`src/rtl/perm_out_stream_if.sv`:
```
// Lane stream bundle leaving the permutation datapath.
// Master drives the lane beats; slave may stall with stopout.
interface perm_out_stream_if;
  logic        pushout;
  logic        stopout;
  logic        firstout;
  logic [63:0] dout;

  modport master (
    output pushout,
    output firstout,
    output dout,
    input  stopout
  );

  modport slave (
    input  pushout,
    input  firstout,
    input  dout,
    output stopout
  );
endinterface

```
`src/rtl/perm_out_stream.sv`:
```
// Streams finished Keccak lanes from lane memory, x-fastest order.
// One lane per beat under stopout backpressure; start/done bracket it.
module perm_out_stream #(
  parameter int NLANES = 25
) (
  input  logic        clk,
  input  logic        rst,
  input  logic        startin,
  output logic        busy,
  output logic        done,
  output logic [2:0]  mrx,
  output logic [2:0]  mry,
  input  logic [63:0] mrd,
  perm_out_stream_if.master out
);

  typedef enum logic [1:0] {
    IDLE,
    STREAM,
    DRAIN
  } state_t;

  localparam logic [2:0] LX = 3'((NLANES - 1) % 5);
  localparam logic [2:0] LY = 3'((NLANES - 1) / 5);

  state_t      state_q;
  state_t      state_d;
  logic [2:0]  x_q;
  logic [2:0]  y_q;
  logic        push_q;
  logic        first_q;
  logic        done_q;
  logic [63:0] dout_q;

  logic load;
  logic accept;
  logic last;
  logic origin;

  // Output register is free when empty or its beat leaves this edge.
  assign load   = !push_q || !out.stopout;
  assign accept = push_q && !out.stopout;
  assign last   = (x_q == LX) && (y_q == LY);
  assign origin = (x_q == 3'd0) && (y_q == 3'd0);

  always_ff @(posedge clk) begin
    if (rst) begin
      state_q <= IDLE;
    end else begin
      state_q <= state_d;
    end
  end

  always_comb begin
    state_d = state_q;
    unique case (state_q)
      IDLE: begin
        if (startin) state_d = STREAM;
      end
      STREAM: begin
        if (load && last) state_d = DRAIN;
      end
      DRAIN: begin
        if (accept) state_d = IDLE;
      end
      default: state_d = IDLE;
    endcase
  end

  always_comb begin
    busy = 1'b0;
    mrx  = 3'd0;
    mry  = 3'd0;
    unique case (state_q)
      IDLE: begin
        busy = 1'b0;
      end
      STREAM: begin
        busy = 1'b1;
        mrx  = x_q;
        mry  = y_q;
      end
      DRAIN: begin
        busy = 1'b1;
      end
      default: busy = 1'b0;
    endcase
  end

  always_ff @(posedge clk) begin
    if (rst) begin
      x_q     <= 3'd0;
      y_q     <= 3'd0;
      push_q  <= 1'b0;
      first_q <= 1'b0;
      done_q  <= 1'b0;
      dout_q  <= 64'd0;
    end else begin
      done_q <= 1'b0;
      unique case (state_q)
        STREAM: begin
          if (load) begin
            dout_q  <= mrd;
            push_q  <= 1'b1;
            first_q <= origin;
            if (!last) begin
              if (x_q == 3'd4) begin
                x_q <= 3'd0;
                y_q <= y_q + 3'd1;
              end else begin
                x_q <= x_q + 3'd1;
              end
            end
          end
        end
        DRAIN: begin
          if (accept) begin
            push_q  <= 1'b0;
            first_q <= 1'b0;
            done_q  <= 1'b1;
            x_q     <= 3'd0;
            y_q     <= 3'd0;
          end
        end
        default: begin
        end
      endcase
    end
  end

  assign done         = done_q;
  assign out.pushout  = push_q;
  assign out.firstout = first_q;
  assign out.dout     = dout_q;

endmodule

```
`src/flat_wrapper.sv`:
```
// flat-port wrapper written by rule: the top's interface ports become plain ports
module perm_out_stream_flat 
#(
  parameter int NLANES = 25
)
  (clk, rst, startin, busy, done, mrx, mry, mrd, out_pushout, out_firstout, out_dout, out_stopout);
  perm_out_stream_if out_i ();
  input  logic clk;
  input  logic rst;
  input  logic startin;
  output logic busy;
  output logic done;
  output logic [2:0] mrx;
  output logic [2:0] mry;
  input  logic [63:0] mrd;
  output wire logic [$bits(out_i.pushout)-1:0] out_pushout;
  output wire logic [$bits(out_i.firstout)-1:0] out_firstout;
  output wire logic [$bits(out_i.dout)-1:0] out_dout;
  input wire logic [$bits(out_i.stopout)-1:0] out_stopout;
  assign out_pushout = out_i.pushout;
  assign out_firstout = out_i.firstout;
  assign out_dout = out_i.dout;
  assign out_i.stopout = out_stopout;
  perm_out_stream #(.NLANES(NLANES)) u_core (.clk(clk), .rst(rst), .startin(startin), .busy(busy), .done(done), .mrx(mrx), .mry(mry), .mrd(mrd), .out(out_i));
endmodule
```
`config.mk`:
```
export PLATFORM = sky130hd
export DESIGN_NAME = perm_out_stream_flat
export DESIGN_NICKNAME = d
export VERILOG_FILES = /design/src/rtl/perm_out_stream_if.sv /design/src/rtl/perm_out_stream.sv /design/src/flat_wrapper.sv
export SDC_FILE = /design/constraint.sdc
export NUM_CORES = 1
export LEC_CHECK = 0
export CAP_MARGIN = 25
export CORE_MARGIN = 2
export CORE_UTILIZATION = 62
export CTS_CLUSTER_SIZE = 16
export DETAILED_ROUTE_END_ITERATION = 10
export DONT_BUFFER_PORTS = 1
export PLACE_DENSITY = 0.78
export RECOVER_POWER = 50
export SLEW_MARGIN = 30
export SYNTH_ARGS = -nofsm -noshare
export SYNTH_HDL_FRONTEND = slang
export SYNTH_SLANG_ARGS = --single-unit
export TNS_END_PERCENT = 30
```
`constraint.sdc`:
```
create_clock -name clk -period 1.9 [get_ports clk]
set_clock_uncertainty 0.05 [all_clocks]
set_input_delay 0.38 -clock clk [delete_from_list [all_inputs] [get_ports clk]]
set_output_delay 0.38 -clock clk [all_outputs]
set_load 0.05 [all_outputs]
```
# == Yosys cells after proc, flatten, opt, wreduce, memory -nomap -nowiden ==
# Cells that the tools add are included.
# classes
n_addsub,2
eq_ne,10
mux,22
bitwise_logic,1
n_reduce_logical,18
# op_table
cell,count
two-way mux 3 bit,9
one-hot mux 3 bit (2 select lines),2
"!= test 2 x 1 -> 1 bit, second input constant",4
"adder 3 x 1 -> 3 bit, second input constant",2
"== test 3 bit, second input constant",2
logical NOT 3 bit,2
two-way mux 2 bit,3
one-hot mux 2 bit (3 select lines),1
AND reduction 3 bit,2
two-way mux 1 bit,5
AND reduction 5 bit,1
logical AND 1 bit,4
"!= test 2 bit, second input constant",2
one-hot mux 1 bit (2 select lines),2
AND reduction 4 bit,1
OR reduction 2 bit,2
"== test 2 x 1 -> 1 bit, second input constant",1
"== test 2 bit, second input constant",1
logical NOT 1 bit,2
logical NOT 2 bit,1
AND reduction 2 bit,1
nonzero test 2 bit,1
logical OR 1 bit,1
inverter 1 bit,1
# totals
regBits,75
word_cells,60

# == Logic depth before layout (Yosys ltp) ==
# logic_depth
depth_word,5
depth_mapped,8
mapped_depth_nobuf,6

# == Worst setup path before layout ==
# OpenSTA, ideal clock, no wires.
# synth_timing
path_kind,reg2reg
start,register u_core.state_q[0]
end,register u_core.x_q[2]
arrival_time_ns,1.704
slack_ns,0.089
stages_incl_launch_ff,7
cell_sequence,dfxtp_1 -> inv_1 -> ha_1 -> nor2b_1 -> a31o_2 -> a311oi_1 -> a31o_2
# synth_between
elab_chain_len,3
word_cells_on_any_way,8
cone_classes,5 x eq/ne; 1 x mux; 2 x reduce/logical
# synth_rtl
item,line_no,source
from (decl),perm_out_stream.sv:26,state_t state_q;
from (signal assigned),perm_out_stream.sv:50,state_q <= state_d;
== test 2 x 1 -> 1 bit or == test 2 bit (tied branches),perm_out_stream.sv:100,unique case (state_q)
"!= test 2 bit (no source line), or another cell as far along",--,
AND reduction 4 bit (no source line),--,
to (signal assigned),perm_out_stream.sv:111,x_q <= x_q + 3'd1;
to (decl),perm_out_stream.sv:28,logic [2:0] x_q;
# Several ways; a longest one is shown, not always the timed one.
# A chain may end at the register's enable or synchronous reset.

# == Worst setup path in the final report ==
# layout_timing
start,register u_core.state_q[0]
end,output port mry[0]
# layout_between
elab_chain_len,2
# layout_rtl
item,line_no,source
== test 2 x 1 -> 1 bit,perm_out_stream.sv:74,unique case (state_q)
two-way mux 3 bit,perm_out_stream.sv:74,
to (decl),flat_wrapper.sv:14,output logic [2:0] mry;
# Every way passes these cells.

==> summary.md <==
| Metric | Value |
|---|---|
| Syn Area/Cell | `7.89 sq um` |
| Hold WS | `0.0431 ns` |
| Row cnt | `25` |
| Outcome | `completed` |
| Mapped Cells | `377` |
| DIE AREA | `5370 sq um` |
| WL met1 | `2.54 mm` |
| Cell Chain, Critical Path | `ha_4 -> buf_4 -> and2_1 -> buf_6` |
| DIE WIDTH | `73.3 um` |
| CTS tree | `built` |
| Flop and latch count out of synthesis | `75` |
| Clock Latency Late Sink | `0.34 ns` |
| Top routing layer in use | `met4` |
| P_leak | `0.00124 uW` |
| Final instance area | `3340 sq um` |
| Delay-heaviest family, CP | `flip-flops` |
| Worst-Margin Slew | `0.554 ns` |
| Power Density | `1420 nW/um^2` |
| Yosys cell types | `38` |
| Layout area overhead | `12.2%` |
| Fmax | `0.546 GHz` |
| GRT Residual Overflow | `0` |
| Final WS setup | `0.0669 ns` |
| Period Utilization, post-route | `96.5%` |
| Ys Warns | `0` |
| Initial core utilization | `63.8%` |
| Max clock buf depth | `2` |
| Final total power | `4740 uW` |
| Reg2reg start | `u_core.state_q[0]` |
| Syn_nets | `452` |
| CTS sink cnt | `75` |
| Initial drt markers | `137` |
| Max VDD drop | `0.738 mV` |
| Max transition margin | `63.0%` |
| Worst Hold Path Cells | `1` |
| Tot GR Track Use | `24.1%` |
| Drt wl/cell | `15.3 um` |
| Worst R2R End | `u_core.out.dout[44]` |
| RSZ-0062 raised after global routing | `no` |
| R2r setup slk | `0.16 ns` |
| Worst min-delay path category | `in2reg` |
| Post-synth EDFFs | `0` |
| Hold Startpoint | `rst` |
| Sequential-to-total area share from yosys stat | `50.5%` |
| Post-CTS Setup Inserts | `0` |
| Total CTS buffers | `9` |
| Antenna violations before repair | `0` |
| Crit Path Category | `reg2out` |
| Layout cells sized above 1 | `10.7%` |
| CP Capture Type | `output pin` |
| Crit-path max cell delay | `0.40 ns` |
| DRC | `0` |
| Final ANT Viol Nets | `0` |
| Crit Path Max Fanout | `8` |
| Dpl cell area | `3060 sq um` |
| Final hold violations | `0` |
| Hold Path End | `u_core.out.dout[12]` |
| Final WL | `6.67 mm` |
| Worst-path clk slew | `0.08 ns` |
| CP required | `1.47 ns` |
| Mapped Area | `2970 sq um` |
| Largest net degree at the start of global routing | `79` |
| Crit path launch type | `flip-flop` |
| DP Wirelength | `4.61 mm` |
| Clock root buffer | `clkbuf_8` |
| Via count | `2509` |
| I/O pins | `142` |
| Die Ht | `73.3 um` |
| Slew Viols, Final | `0` |
| First-pass GRT wire length | `9.96 mm` |
| N_diodes | `0` |
| Met3 WL | `550 um` |
| Crit path time final | `1.83 ns` |
| Setup_tns | `0 ns` |
| H-tree lvl count | `3` |
| CP max stage cell | `dfxtp_1` |
| Met2 WL post-DR | `3.46 mm` |
| Fin nets | `452` |
| Worst Path Buf+Inv | `2` |
| First-pass DRT Iterations | `4` |
| Ys flop type | `dfxtp_1` |
| Final Setup Violations | `0` |
| Final GP Congestion | `0.829` |
| Setup WS pre-CTS | `0.136 ns` |
| Vias in the first global route | `2291` |
| R2R cell count | `6` |
| PortBufs | `0` |
| Core ar. | `4660 sq um` |
| CP arrival | `1.40 ns` |
| Proportion of synthesized flip-flops having asynchronous set or reset | `0%` |
| Via/cell ratio | `5.75` |
| Max Cap Viol | `0` |
## cells in the final DEF (no fill, tap or decap), types with 3 or more instances in the layout
| master | synthesis | routed |
|---|---|---|
| buf_12 | 0 | 3 |
| nand4_1 | 3 | 3 |
| dfxtp_1 | 75 | 74 |
| buf_4 | 0 | 8 |
| bufinv_16 | 0 | 3 |
| clkbuf_8 | 0 | 10 |
| ha_1 | 7 | 5 |
| a31o_2 | 3 | 3 |
| nor2_1 | 5 | 5 |
| nand3_1 | 3 | 3 |
| o21ai_0 | 4 | 4 |
| buf_6 | 2 | 3 |
| and2_1 | 8 | 7 |
| nor3_1 | 3 | 3 |
| a21oi_1 | 68 | 68 |
| nand2_1 | 137 | 137 |
| inv_1 | 10 | 9 |
## through the flow
stage / util [%] / cells
3_3_place_gp: 65.7 / 420
6_report: 71.6 / 436
2_1_floorplan: - / 377
4_1_cts: 71.4 / 436
3_5_place_dp: 65.7 / 420
5_1_grt: 71.6 / 436
## cells in the mapped netlist, drive strengths merged (3+ instances only)
cell,instances,area [sq um]
nand2,137,514
buf,17,95.1
nor3,3,15.0
nor2,5,18.8
clkbuf,9,33.8
a31o,3,26.3
dfxtp,75,1500
nand3,3,15.0
o21ai,4,20.0
nand4,3,18.8
a21oi,68,340
ha,7,87.6
inv,10,37.5
and2,8,50.1
## power breakdown
part / total, uW / leakage (uW) / internal (uW) / switching [uW]
sequential: 2480 / 0.000613 / 1760 / 715
clock: 1500 / 0.000123 / 910 / 589
combinational: 767 / 0.000507 / 305 / 461
total: 4740 / 0.00124 / 2980 / 1770
## layer usage
metal / global-route usage, % / vias up
li1: - / 1243
met1: 25.7 / 1153
met2: 42.4 / 100
met3: 6.45 / 13
met4: 14.2 / 0
met5: 0 / -
## sequential cells by signal, summed over array words and instances, names as in the netlist
| name | cells |
|---|---|
| u_core.y_q | 3 |
| u_core.out.dout | 64 |
| u_core.done | 1 |
| u_core.x_q | 3 |
| u_core.state_q | 2 |
| u_core.out.pushout | 1 |
| u_core.out.firstout | 1 |
## repair_timing
| action | 4_1_cts | 5_1_grt |
|---|---|---|
| hold buffers | 0 | 0 |
| gates resized for setup | 3 | 5 |
| endpoints found under the setup margin | 4 | 7 |
## kinds of logic (layout without fill, tap and decap cells)
group	Yosys count	in the layout	synth area share, %
compound gates	90	90	17.4
fa+ha+maj	7	7	2.94
buf+inv	36	41	5.60
flops	75	75	50.5
mux	1	1	0.337
simple gates	168	168	23.3
## cell type report
class	instances	area (sq um)
Fill cell	367	1320
Timing Repair Buffer	15	158
Tap cell	54	67.6
Multi-Input combinational cell	266	1320
Clock buffer	10	138
Sequential cell	75	1500
Clock inverter	6	111
Inverter	10	37.5
## worst max-delay path by stage
| stage | start | to | slack (ns) | cells past startpoint |
|---|---|---|---|---|
| floorplan | u_core.state_q[0] | u_core.x_q[2] | 0.09 | 6 |
| global placement | u_core.state_q[1] | u_core.out.dout[54] | 0.20 | 6 |
| detailed placement | u_core.state_q[1] | u_core.out.dout[44] | 0.14 | 6 |
| CTS | u_core.state_q[1] | mrx[0] | 0.004 | 5 |
| global route | u_core.state_q[0] | mry[0] | 0.007 | 4 |
| finish | u_core.state_q[0] | mry[0] | 0.07 | 4 |
No activity file was read; power rests on OpenSTA's default activity.
